[src/rtl/lcd_pwr_pkg.sv]
// Shared definitions for the LCD power sequencers.
// State encodings here are also decoded by the up-sequencer to detect its run state.
package lcd_pwr_pkg;

    // Default clock cycles per millisecond tick.
    localparam int unsigned CLK_PER_MS_DEF = 27000;

    // Width and maximum value of the millisecond counter.
    localparam int unsigned MS_CNT_W   = 9;
    localparam int unsigned MS_CNT_MAX = 511;

    // Power-down sequencer state encodings.
    localparam logic [2:0] PDN_ST_IDLE    = 3'd0;
    localparam logic [2:0] PDN_ST_HS_STOP = 3'd1;
    localparam logic [2:0] PDN_ST_3V0_DN  = 3'd2;
    localparam logic [2:0] PDN_ST_RST_DN  = 3'd3;
    localparam logic [2:0] PDN_ST_1V8_DN  = 3'd4;
    localparam logic [2:0] PDN_ST_OFF     = 3'd5;

    typedef enum logic [2:0] {
        ST_IDLE    = PDN_ST_IDLE,
        ST_HS_STOP = PDN_ST_HS_STOP,
        ST_3V0_DN  = PDN_ST_3V0_DN,
        ST_RST_DN  = PDN_ST_RST_DN,
        ST_1V8_DN  = PDN_ST_1V8_DN,
        ST_OFF     = PDN_ST_OFF
    } pdn_state_e;

    // Millisecond count at which an N ms dwell ends (on the last prescaler cycle).
    function automatic logic [MS_CNT_W-1:0] ms_last(input int unsigned n);
        return MS_CNT_W'(n - 1);
    endfunction

endpackage

[src/rtl/lcd_ms_timer.sv]
// Millisecond timer: a prescaler counting 0..CLK_PER_MS-1 and a 9-bit ms counter
// that advances on each prescaler wrap. clr restarts both from zero on the next edge.
module lcd_ms_timer
    import lcd_pwr_pkg::*;
#(
    parameter int unsigned CLK_PER_MS = CLK_PER_MS_DEF
) (
    input  logic                clk,
    input  logic                resetn,
    input  logic                clr,
    output logic [MS_CNT_W-1:0] ms_cnt,
    output logic                tick_last
);

    localparam int unsigned   PW         = (CLK_PER_MS > 1) ? $clog2(CLK_PER_MS) : 1;
    localparam logic [PW-1:0] PRESC_LAST = PW'(CLK_PER_MS - 1);

    logic [PW-1:0]       presc_q, presc_d;
    logic [MS_CNT_W-1:0] ms_q, ms_d;

    // Next prescaler / ms count: clear wins, otherwise count with wrap into ms.
    always_comb begin
        presc_d = presc_q;
        ms_d    = ms_q;
        if (clr) begin
            presc_d = '0;
            ms_d    = '0;
        end else if (presc_q == PRESC_LAST) begin
            presc_d = '0;
            ms_d    = ms_q + 1'b1;
        end else begin
            presc_d = presc_q + 1'b1;
        end
    end

    // Counter registers.
    always_ff @(posedge clk or negedge resetn) begin
        if (!resetn) begin
            presc_q <= '0;
            ms_q    <= '0;
        end else begin
            presc_q <= presc_d;
            ms_q    <= ms_d;
        end
    end

    assign ms_cnt    = ms_q;
    assign tick_last = (presc_q == PRESC_LAST);

endmodule

[src/rtl/lcd_pwr_dn_seq.sv]
// LCD power-down sequencer. Stops DSI HS traffic, waits for the transmitter to
// idle, then drops the 3.0 V rail, asserts panel reset and drops the 1.8 V rail,
// each followed by a timed dwell. Outputs are active-high keep masks ANDed with
// the up-sequencer's outputs at the top level.
// Optional build macro: LCD_PDN_HS_TIMEOUT_EN enables the bounded tx_idle wait
// and the sticky hs_timeout flag; without it the tx_idle wait is unbounded.
//
// hs_stop / tx_idle handshake: hs_stop is a level request that rises on entry to
// ST_HS_STOP and then stays high; tx_idle is the transmitter's level response and
// is only looked at while in ST_HS_STOP. The first cycle tx_idle is seen high
// there completes the handshake.
module lcd_pwr_dn_seq
    import lcd_pwr_pkg::*;
#(
    parameter int unsigned CLK_PER_MS   = CLK_PER_MS_DEF,
    parameter int unsigned T_HS_STOP_MS = 20,
    parameter int unsigned T_3V0_OFF_MS = 5,
    parameter int unsigned T_RST_MS     = 10,
    parameter int unsigned T_1V8_OFF_MS = 5
) (
    input  logic       clk,
    input  logic       resetn,
    input  logic       pwr_dn_req,
    input  logic       seq_run,
    input  logic       tx_idle,
    output logic       hs_stop,
    output logic       v30_keep,
    output logic       rst_keep,
    output logic       v18_keep,
    output logic       pdn_done,
    output logic       hs_timeout,
    output logic [2:0] state_dbg
);

    // Elaboration checks on timing parameters.
    generate
        if (CLK_PER_MS < 2) begin : g_bad_clk_per_ms
            $error("lcd_pwr_dn_seq: CLK_PER_MS must be >= 2");
        end
        if (T_HS_STOP_MS < 1 || T_HS_STOP_MS > MS_CNT_MAX) begin : g_bad_t_hs_stop
            $error("lcd_pwr_dn_seq: T_HS_STOP_MS must be in 1..511");
        end
        if (T_3V0_OFF_MS < 1 || T_3V0_OFF_MS > MS_CNT_MAX) begin : g_bad_t_3v0
            $error("lcd_pwr_dn_seq: T_3V0_OFF_MS must be in 1..511");
        end
        if (T_RST_MS < 1 || T_RST_MS > MS_CNT_MAX) begin : g_bad_t_rst
            $error("lcd_pwr_dn_seq: T_RST_MS must be in 1..511");
        end
        if (T_1V8_OFF_MS < 1 || T_1V8_OFF_MS > MS_CNT_MAX) begin : g_bad_t_1v8
            $error("lcd_pwr_dn_seq: T_1V8_OFF_MS must be in 1..511");
        end
    endgenerate

    localparam logic [MS_CNT_W-1:0] HS_LAST  = ms_last(T_HS_STOP_MS);
    localparam logic [MS_CNT_W-1:0] V30_LAST = ms_last(T_3V0_OFF_MS);
    localparam logic [MS_CNT_W-1:0] RST_LAST = ms_last(T_RST_MS);
    localparam logic [MS_CNT_W-1:0] V18_LAST = ms_last(T_1V8_OFF_MS);

    pdn_state_e          state_q, state_d;
    logic                hs_stop_q, hs_stop_d;
    logic                v30_keep_q, v30_keep_d;
    logic                rst_keep_q, rst_keep_d;
    logic                v18_keep_q, v18_keep_d;
    logic                pdn_done_q, pdn_done_d;
    logic                hs_timeout_q, hs_timeout_d;
    logic                timer_clr;
    logic [MS_CNT_W-1:0] ms_cnt;
    logic                tick_last;
    logic [MS_CNT_W-1:0] dwell_last;
    logic                dwell_done;

    // The timer restarts on every state entry, so each dwell is measured from
    // the edge that entered the state.
    lcd_ms_timer #(
        .CLK_PER_MS (CLK_PER_MS)
    ) u_ms_timer (
        .clk       (clk),
        .resetn    (resetn),
        .clr       (timer_clr),
        .ms_cnt    (ms_cnt),
        .tick_last (tick_last)
    );

    // Select the ms count that ends the current state's dwell.
    always_comb begin
        dwell_last = '0;
        case (state_q)
            ST_HS_STOP: dwell_last = HS_LAST;
            ST_3V0_DN:  dwell_last = V30_LAST;
            ST_RST_DN:  dwell_last = RST_LAST;
            ST_1V8_DN:  dwell_last = V18_LAST;
            default:    dwell_last = '0;
        endcase
    end

    assign dwell_done = tick_last && (ms_cnt == dwell_last);

    // Next state, next registered outputs and timer clear.
    always_comb begin
        state_d      = state_q;
        hs_timeout_d = hs_timeout_q;

        case (state_q)
            ST_IDLE: begin
                if (pwr_dn_req) begin
                    state_d = seq_run ? ST_HS_STOP : ST_3V0_DN;
                end
            end
            ST_HS_STOP: begin
                // tx_idle is tested first so it wins a tie with the timeout.
                if (tx_idle) begin
                    state_d = ST_3V0_DN;
                end
`ifdef LCD_PDN_HS_TIMEOUT_EN
                else if (dwell_done) begin
                    state_d      = ST_3V0_DN;
                    hs_timeout_d = 1'b1;
                end
`endif
            end
            ST_3V0_DN: begin
                if (dwell_done) state_d = ST_RST_DN;
            end
            ST_RST_DN: begin
                if (dwell_done) state_d = ST_1V8_DN;
            end
            ST_1V8_DN: begin
                if (dwell_done) state_d = ST_OFF;
            end
            ST_OFF: begin
                state_d = ST_OFF;
            end
            default: begin
                state_d = ST_IDLE;
            end
        endcase

        // Outputs follow the state being entered so they change on the same
        // edge as the state. The sequence is monotonic, so each mask is a
        // decode of how far along the sequence has got.
        hs_stop_d  = (state_d == ST_HS_STOP) || (hs_stop_q && (state_d != ST_IDLE));
        v30_keep_d = (state_d == ST_IDLE) || (state_d == ST_HS_STOP);
        rst_keep_d = v30_keep_d || (state_d == ST_3V0_DN);
        v18_keep_d = rst_keep_d || (state_d == ST_RST_DN);
        pdn_done_d = (state_d == ST_OFF);

`ifdef LCD_PDN_HS_TIMEOUT_EN
        if (state_d == ST_IDLE) hs_timeout_d = 1'b0;
`else
        hs_timeout_d = 1'b0;
`endif

        timer_clr = (state_d != state_q);
    end

    // State and output registers; reset returns everything to the idle values.
    always_ff @(posedge clk or negedge resetn) begin
        if (!resetn) begin
            state_q      <= ST_IDLE;
            hs_stop_q    <= 1'b0;
            v30_keep_q   <= 1'b1;
            rst_keep_q   <= 1'b1;
            v18_keep_q   <= 1'b1;
            pdn_done_q   <= 1'b0;
            hs_timeout_q <= 1'b0;
        end else begin
            state_q      <= state_d;
            hs_stop_q    <= hs_stop_d;
            v30_keep_q   <= v30_keep_d;
            rst_keep_q   <= rst_keep_d;
            v18_keep_q   <= v18_keep_d;
            pdn_done_q   <= pdn_done_d;
            hs_timeout_q <= hs_timeout_d;
        end
    end

    assign hs_stop    = hs_stop_q;
    assign v30_keep   = v30_keep_q;
    assign rst_keep   = rst_keep_q;
    assign v18_keep   = v18_keep_q;
    assign pdn_done   = pdn_done_q;
    assign hs_timeout = hs_timeout_q;
    assign state_dbg  = state_q;

endmodule

[config.mk]
export PLATFORM = sky130hd
export DESIGN_NAME = lcd_pwr_dn_seq
export DESIGN_NICKNAME = d
export VERILOG_FILES = /design/src/rtl/lcd_pwr_pkg.sv /design/src/rtl/lcd_ms_timer.sv /design/src/rtl/lcd_pwr_dn_seq.sv
export SDC_FILE = /design/constraint.sdc
export NUM_CORES = 1
export LEC_CHECK = 0
export ABC_AREA = 1
export BUFFER_PORTS_ARGS = -buffer_cell sky130_fd_sc_hd__buf_2
export CORE_MARGIN = 5
export CORE_UTILIZATION = 54
export DETAILED_ROUTE_END_ITERATION = 12
export GPL_TIMING_DRIVEN = 0
export HOLD_SLACK_MARGIN = 0.06
export PLACE_DENSITY_LB_ADDON = 0.1
export SYNTH_ARGS = -nofsm -noshare
export SYNTH_HDL_FRONTEND = slang
export SYNTH_SLANG_ARGS = --single-unit
[constraint.sdc]
create_clock -name clk -period 1.61 [get_ports clk]
set_input_delay 0 -clock clk [delete_from_list [all_inputs] [get_ports clk]]
set_output_delay 0 -clock clk [all_outputs]
set_load 0.1 [all_outputs]
Word level (Yosys, flattened, before mapping). Index checks and enable logic that the tools add are counted. Widths: inputs -> output; s select.

Equal/unequal tests: 12. Add/sub/neg operators: 2. Reduce and logical (&&, ||, !) cells: 11. Multiplexer cells: 12.

Operators by type and width (number): $mux 15 (2); $mux 9 (2); $pmux 3 s6 (1); $add 15x1->15 const B (1); $eq 15x15->1 const B (1); $mux 3 (5); $pmux 5 s3 (1); $eq 3x2->1 const B (4); $add 9x1->9 const B (1); $eq 3x3->1 const B (3); $eq 9x9->1 (1); $eq 3x1->1 const B (2); $logic_not 3->1 (2); $logic_or 1x1->1 (4); $ne 3x3->1 (1); $reduce_bool 3->1 (1); $logic_and 1x1->1 (2); $mux 2 (1); $reduce_bool 2->1 (1); $reduce_or 2->1 (1).

Register bits after elaboration: 32. Logic and storage cells: 45. Output and inout bits: 9.

Longest topological paths before layout.
Depth after elaboration: 11. Mapped depth: 15. Mapped depth without buffers: 13.

Modules after synthesis. A second synthesis with hierarchy kept.

Cells, all modules: 278. Area, all modules: 2050.7 um^2.

Modules (own cells, without submodules): lcd_ms_timer (times used 1, area each 1406.3 um^2, cells an instance 190); lcd_pwr_dn_seq (times used 1, area each 644.4 um^2, cells an instance 88).

Worst setup path after synthesis. No wires, ideal clock.

Path type: reg-to-reg. Start: reg state_q[0] (netlist: state_dbg[0]). End: reg u_ms_timer.presc_q[9]. Stages on the path, launching flop included: 15. Arrival: 2.298 ns. Path slack: -0.811 ns. Data required time: 1.488 ns. Path through: dfrtp_1 inv_2 nor2_4 nand2_2 nand2_1 nand2_1 nor2_2 nand3_2 nand2_1 nand2_1 nand2_1 nand2_2 nand2_4 buf_6 nor2_2.

Cells in the longest elaborated chain, start to end: 9.

RTL lines: start: declaration (RTL line lcd_pwr_dn_seq.sv:59) `pdn_state_e state_q, state_d;`; start signal: assignment (RTL line lcd_pwr_dn_seq.sv:167) `state_q <= state_d;`; $eq 3x3->1 or $eq 3x2->1 (tied branches) (RTL line lcd_pwr_dn_seq.sv:87, lcd_pwr_dn_seq.sv:103); $reduce_or 2->1 (no line); $pmux 5 s3 (RTL line lcd_pwr_dn_seq.sv:87) `case (state_q)`; $eq 9x9->1 (RTL line lcd_pwr_dn_seq.sv:96) `assign dwell_done = tick_last && (ms_cnt == dwell_last);`; $logic_and 1x1->1 (RTL line lcd_pwr_dn_seq.sv:96); $mux 3, on equally long branches (RTL line lcd_pwr_dn_seq.sv:128, lcd_pwr_dn_seq.sv:122, lcd_pwr_dn_seq.sv:125); $pmux 3 s6 * (RTL line lcd_pwr_dn_seq.sv:103) `case (state_q)`; net state_d[0] (RTL line lcd_pwr_dn_seq.sv:59); $ne 3x3->1 * (RTL line lcd_pwr_dn_seq.sv:153) `timer_clr = (state_d != state_q);`; $mux 15 * (RTL line lcd_ms_timer.sv:25) `if (clr) begin`; net u_ms_timer.presc_d[9] (RTL line lcd_ms_timer.sv:18) `logic [PW-1:0] presc_q, presc_d;`; end signal: assignment (RTL line lcd_ms_timer.sv:42) `presc_q <= presc_d;`; end: declaration (RTL line lcd_ms_timer.sv:18).

The timed path passes the listed nets; every way through them passes the cells marked *. A chain may end at the register's enable or synchronous reset.

Worst setup path after layout.
Start: reg state_q[0] (netlist: state_dbg[0]). End: reg u_ms_timer.presc_q[7].

The elaborated chain is that of the path after synthesis.

==> reports/results.tsv <==
metric	value	unit
period_needed	1.929	ns
synth_fp_nets	262	
power_leakage	1.193	nW
vdd_drop_max	350.4	uV
syn_to_final_growth	34.57	%
synth-seq-cells	32	
timing.rr.end	u_ms_timer.presc_q[7]$_DFF_PN0_	
endpoint_kind	flop	
cp-startpoint	state_dbg[0]$_DFF_PN0_	
netlist-cell-type-count	31	
dr_total_vias	1757	
clkLatencyLatePin	0.33	ns
die_w	69.66	microns
multi_input_area	1171	sq um
finClkSkew	0.005736	ns
ys_seq_area_frac	0.4186	
antenna_left	0	
clkSinkCount	32	
final_nets	302	
track_usage	0.1696	
wl_met3	183	microns
synth_top_cells_by_area	dfrtp_1 38%, nand2_1 12%, nor2_2 7.2%, inv_1 5.9%, nand3_1 5.7%	
total_power	0.001380	W
fmax	0.5184	GHz
status	complete, but fails checks	
cp.required	1.84	ns
synth_cells	255	
placed_cells	313	
drt_iter0_drc	143	
met1Wirelength	1905	microns
top_layer	met4	
fin_tns_setup	-7.374	ns
dp_hpwl	2626	microns
setup_ws	-0.3188	ns
wl	4199	microns
hold_viol_final	0	
avgViaCountPerCell	5.137	
grt_pass1_wl	6872	microns
final_util	0.7630	
rsz0062_at_grt	true	
final.period_utilization	1.198	
numCtsBuffers	5	
maxSlewHeadroom	0.5254	
num-fill-cells	234	
gr-total-overflow	0	
drtPass1Iterations	4	
post_drt_wl_per_cell	12.28	microns
grt_antenna_before_repair	0	
critical_path.endpoint	u_ms_timer.presc_q[7]$_DFF_PN0_	
critPathKind	reg -> reg	
io_buffers	12	
wl_met2	2020	microns
worst_pin_slew	0.7119	ns
syn_area	1922	sq um
reg2reg_depth	10	
violations	setup timing	
yosys.area.top_type_share	0.3776	
crit_fanout	8	
drive_gt1_frac	0.4020	
crit_path_start_kind	flop	
grt_pass1_vias	1641	
max-clock-path-buffers	2	
regArea	817.0	sq um
final_cells	342	
synth_top_cell_by_area	dfrtp_1	
die_area	4852	sq um
initial_utilization	0.5670	
die_height	69.66	microns
reg2reg_from	state_dbg[0]$_DFF_PN0_	
cts_max_level	2	
ios	14	
final-setup-viol-count	29	
tritoncts	built	
min_path_type	in -> reg	
drv_cap	0	
clockRootBuffer	clkbuf_4	
gp_congestion	0.8448	
syn_area_per_cell	7.537	sq um
core_area	3390	sq um
drv_slew	0	
drcViolationCount	0	
rows	21	
p_per_area	533.7	nW/um^2
grt_max_degree	33	
crit_arrival	2.16	ns
num_antenna_cells	0	
ff2ff_setup_slack	-0.32	ns
yosys_warnings	0	
clkTransAtPathRegs	0.10	ns
how the worst min path moves through the flow:
stage / from / end / slack [ns] / depth (start not counted)
2_1_floorplan: resetn / hs_stop$_DFF_PN0_ / -0.30 / 0
6_report: tx_idle / hs_stop$_DFF_PN0_ / 0.08 / 4
5_1_grt: tx_idle / hs_stop$_DFF_PN0_ / 0.1 / 4
3_3_place_gp: resetn / u_ms_timer.presc_q[5]$_DFF_PN0_ / 0.09 / 1
3_5_place_dp: resetn / u_ms_timer.presc_q[4]$_DFF_PN0_ / 0.1 / 1
4_1_cts: tx_idle / hs_stop$_DFF_PN0_ / 0.07 / 4
cell usage in the layout, fill, tap and decap left out, types with 2 or more instances in the layout:
| cell type | count |
|---|---|
| nor2_1 | 12 |
| nand3_1 | 19 |
| nor2_4 | 22 |
| clkbuf_4 | 5 |
| xnor2_1 | 2 |
| dfrtp_4 | 3 |
| dfstp_2 | 3 |
| inv_2 | 6 |
| nand2_1 | 53 |
| nand3_2 | 3 |
| nand2_2 | 11 |
| nand3b_1 | 2 |
| o21ai_1 | 2 |
| xor2_1 | 9 |
| buf_6 | 2 |
| buf_12 | 2 |
| nor4_1 | 2 |
| nand4_1 | 6 |
| clkbuf_8 | 2 |
| dfrtp_1 | 25 |
| nor3_1 | 5 |
| inv_1 | 28 |
| a21oi_1 | 2 |
| nor2_2 | 13 |
| o21ai_0 | 4 |
| nand2_4 | 3 |
| buf_4 | 18 |
| buf_2 | 12 |
| clkbuf_16 | 2 |
stage by stage:
step | instance area [sq um] | hold slack (ns) | worst slack, ns
floorplan | 1962 | -0.2956 | -0.2935
global placement | 2079 | 0.08835 | -0.3561
detailed placement | 2079 | 0.09657 | -0.3888
CTS | 2318 | 0.06685 | -0.2201
global route | 2586 | 0.09722 | -0.4133
finish | 2586 | 0.07634 | -0.3188
sequential cells by signal, indices dropped and copies added (netlist names):
signal and count:
u_ms_timer.presc_q 15, u_ms_timer.ms_cnt 9, state_dbg 3, hs_stop 1, pdn_done 1, rst_keep 1
v18_keep 1, v30_keep 1
kinds of logic after synthesis:
group | synth area share
flops | 0.4186
fa+ha+maj | 0.01302
compound gates | 0.04362
buf+inv | 0.09050
xor+xnor | 0.05013
simple gates | 0.3822
other cells | 0.001951
cell type report:
type | count | area share
multi-input combinational | 182 | 0.4528
inverter | 37 | 0.05951
clock buffer | 8 | 0.02661
timing repair buffer | 34 | 0.1045
buffer | 3 | 0.01838
sequential | 32 | 0.3159
tap | 46 | 0.02225
cells in the mapped netlist (all sizes together):
library cell and count:
dfstp 3, a22oi 1, nor2 47, nor4 2
conb 1, nand3 23, o21ai 7, xnor2 2
dfrtp 29, xor2 9, a21oi 3, o21bai 1
nand4 6, nand2 68, o21a 1, a211oi 1
nand3b 2, inv 37, ha 2, buf 4
nor3 6
critical path: stages, from the launching register on:
cell and delay, ns:
dfrtp_4 0.53, buf_4 0.17, nor3_1 0.31, nand2_1 0.14, o21ai_2 0.14, a21oi_4 0.04, nand2_2 0.10, nand2_4 0.07
nand2_8 0.11, clkbuf_16 0.18, nor2_4 0.03
repair_timing:
| action | CTS | global route |
|---|---|---|
| endpoints found under the hold margin | 29 | 0 |
| pin swaps | 6 | 12 |
| gates resized for setup | 21 | 44 |
| setup buffers | 12 | 7 |
| hold buffers | 1 | 0 |
| endpoints found under the setup margin | 30 | 32 |
| gates cloned | 0 | 2 |
power breakdown:
group / switching [W] / total (W) / internal (W)
Sequential: 0.000000614 / 0.000805 / 0.000805
Combinational: 0.0000404 / 0.0000500 / 0.00000959
Clock: 0.000268 / 0.000525 / 0.000257
Total: 0.000309 / 0.00138 / 0.00107
routing by layer:
metal | GRT usage | vias to the layer above
met5 | 0 | -
met4 | 0.05745 | 0
met3 | 0.03623 | 11
met2 | 0.2924 | 39
met1 | 0.2093 | 826
li1 | - | 881
(Power assumes the default switching activity.)
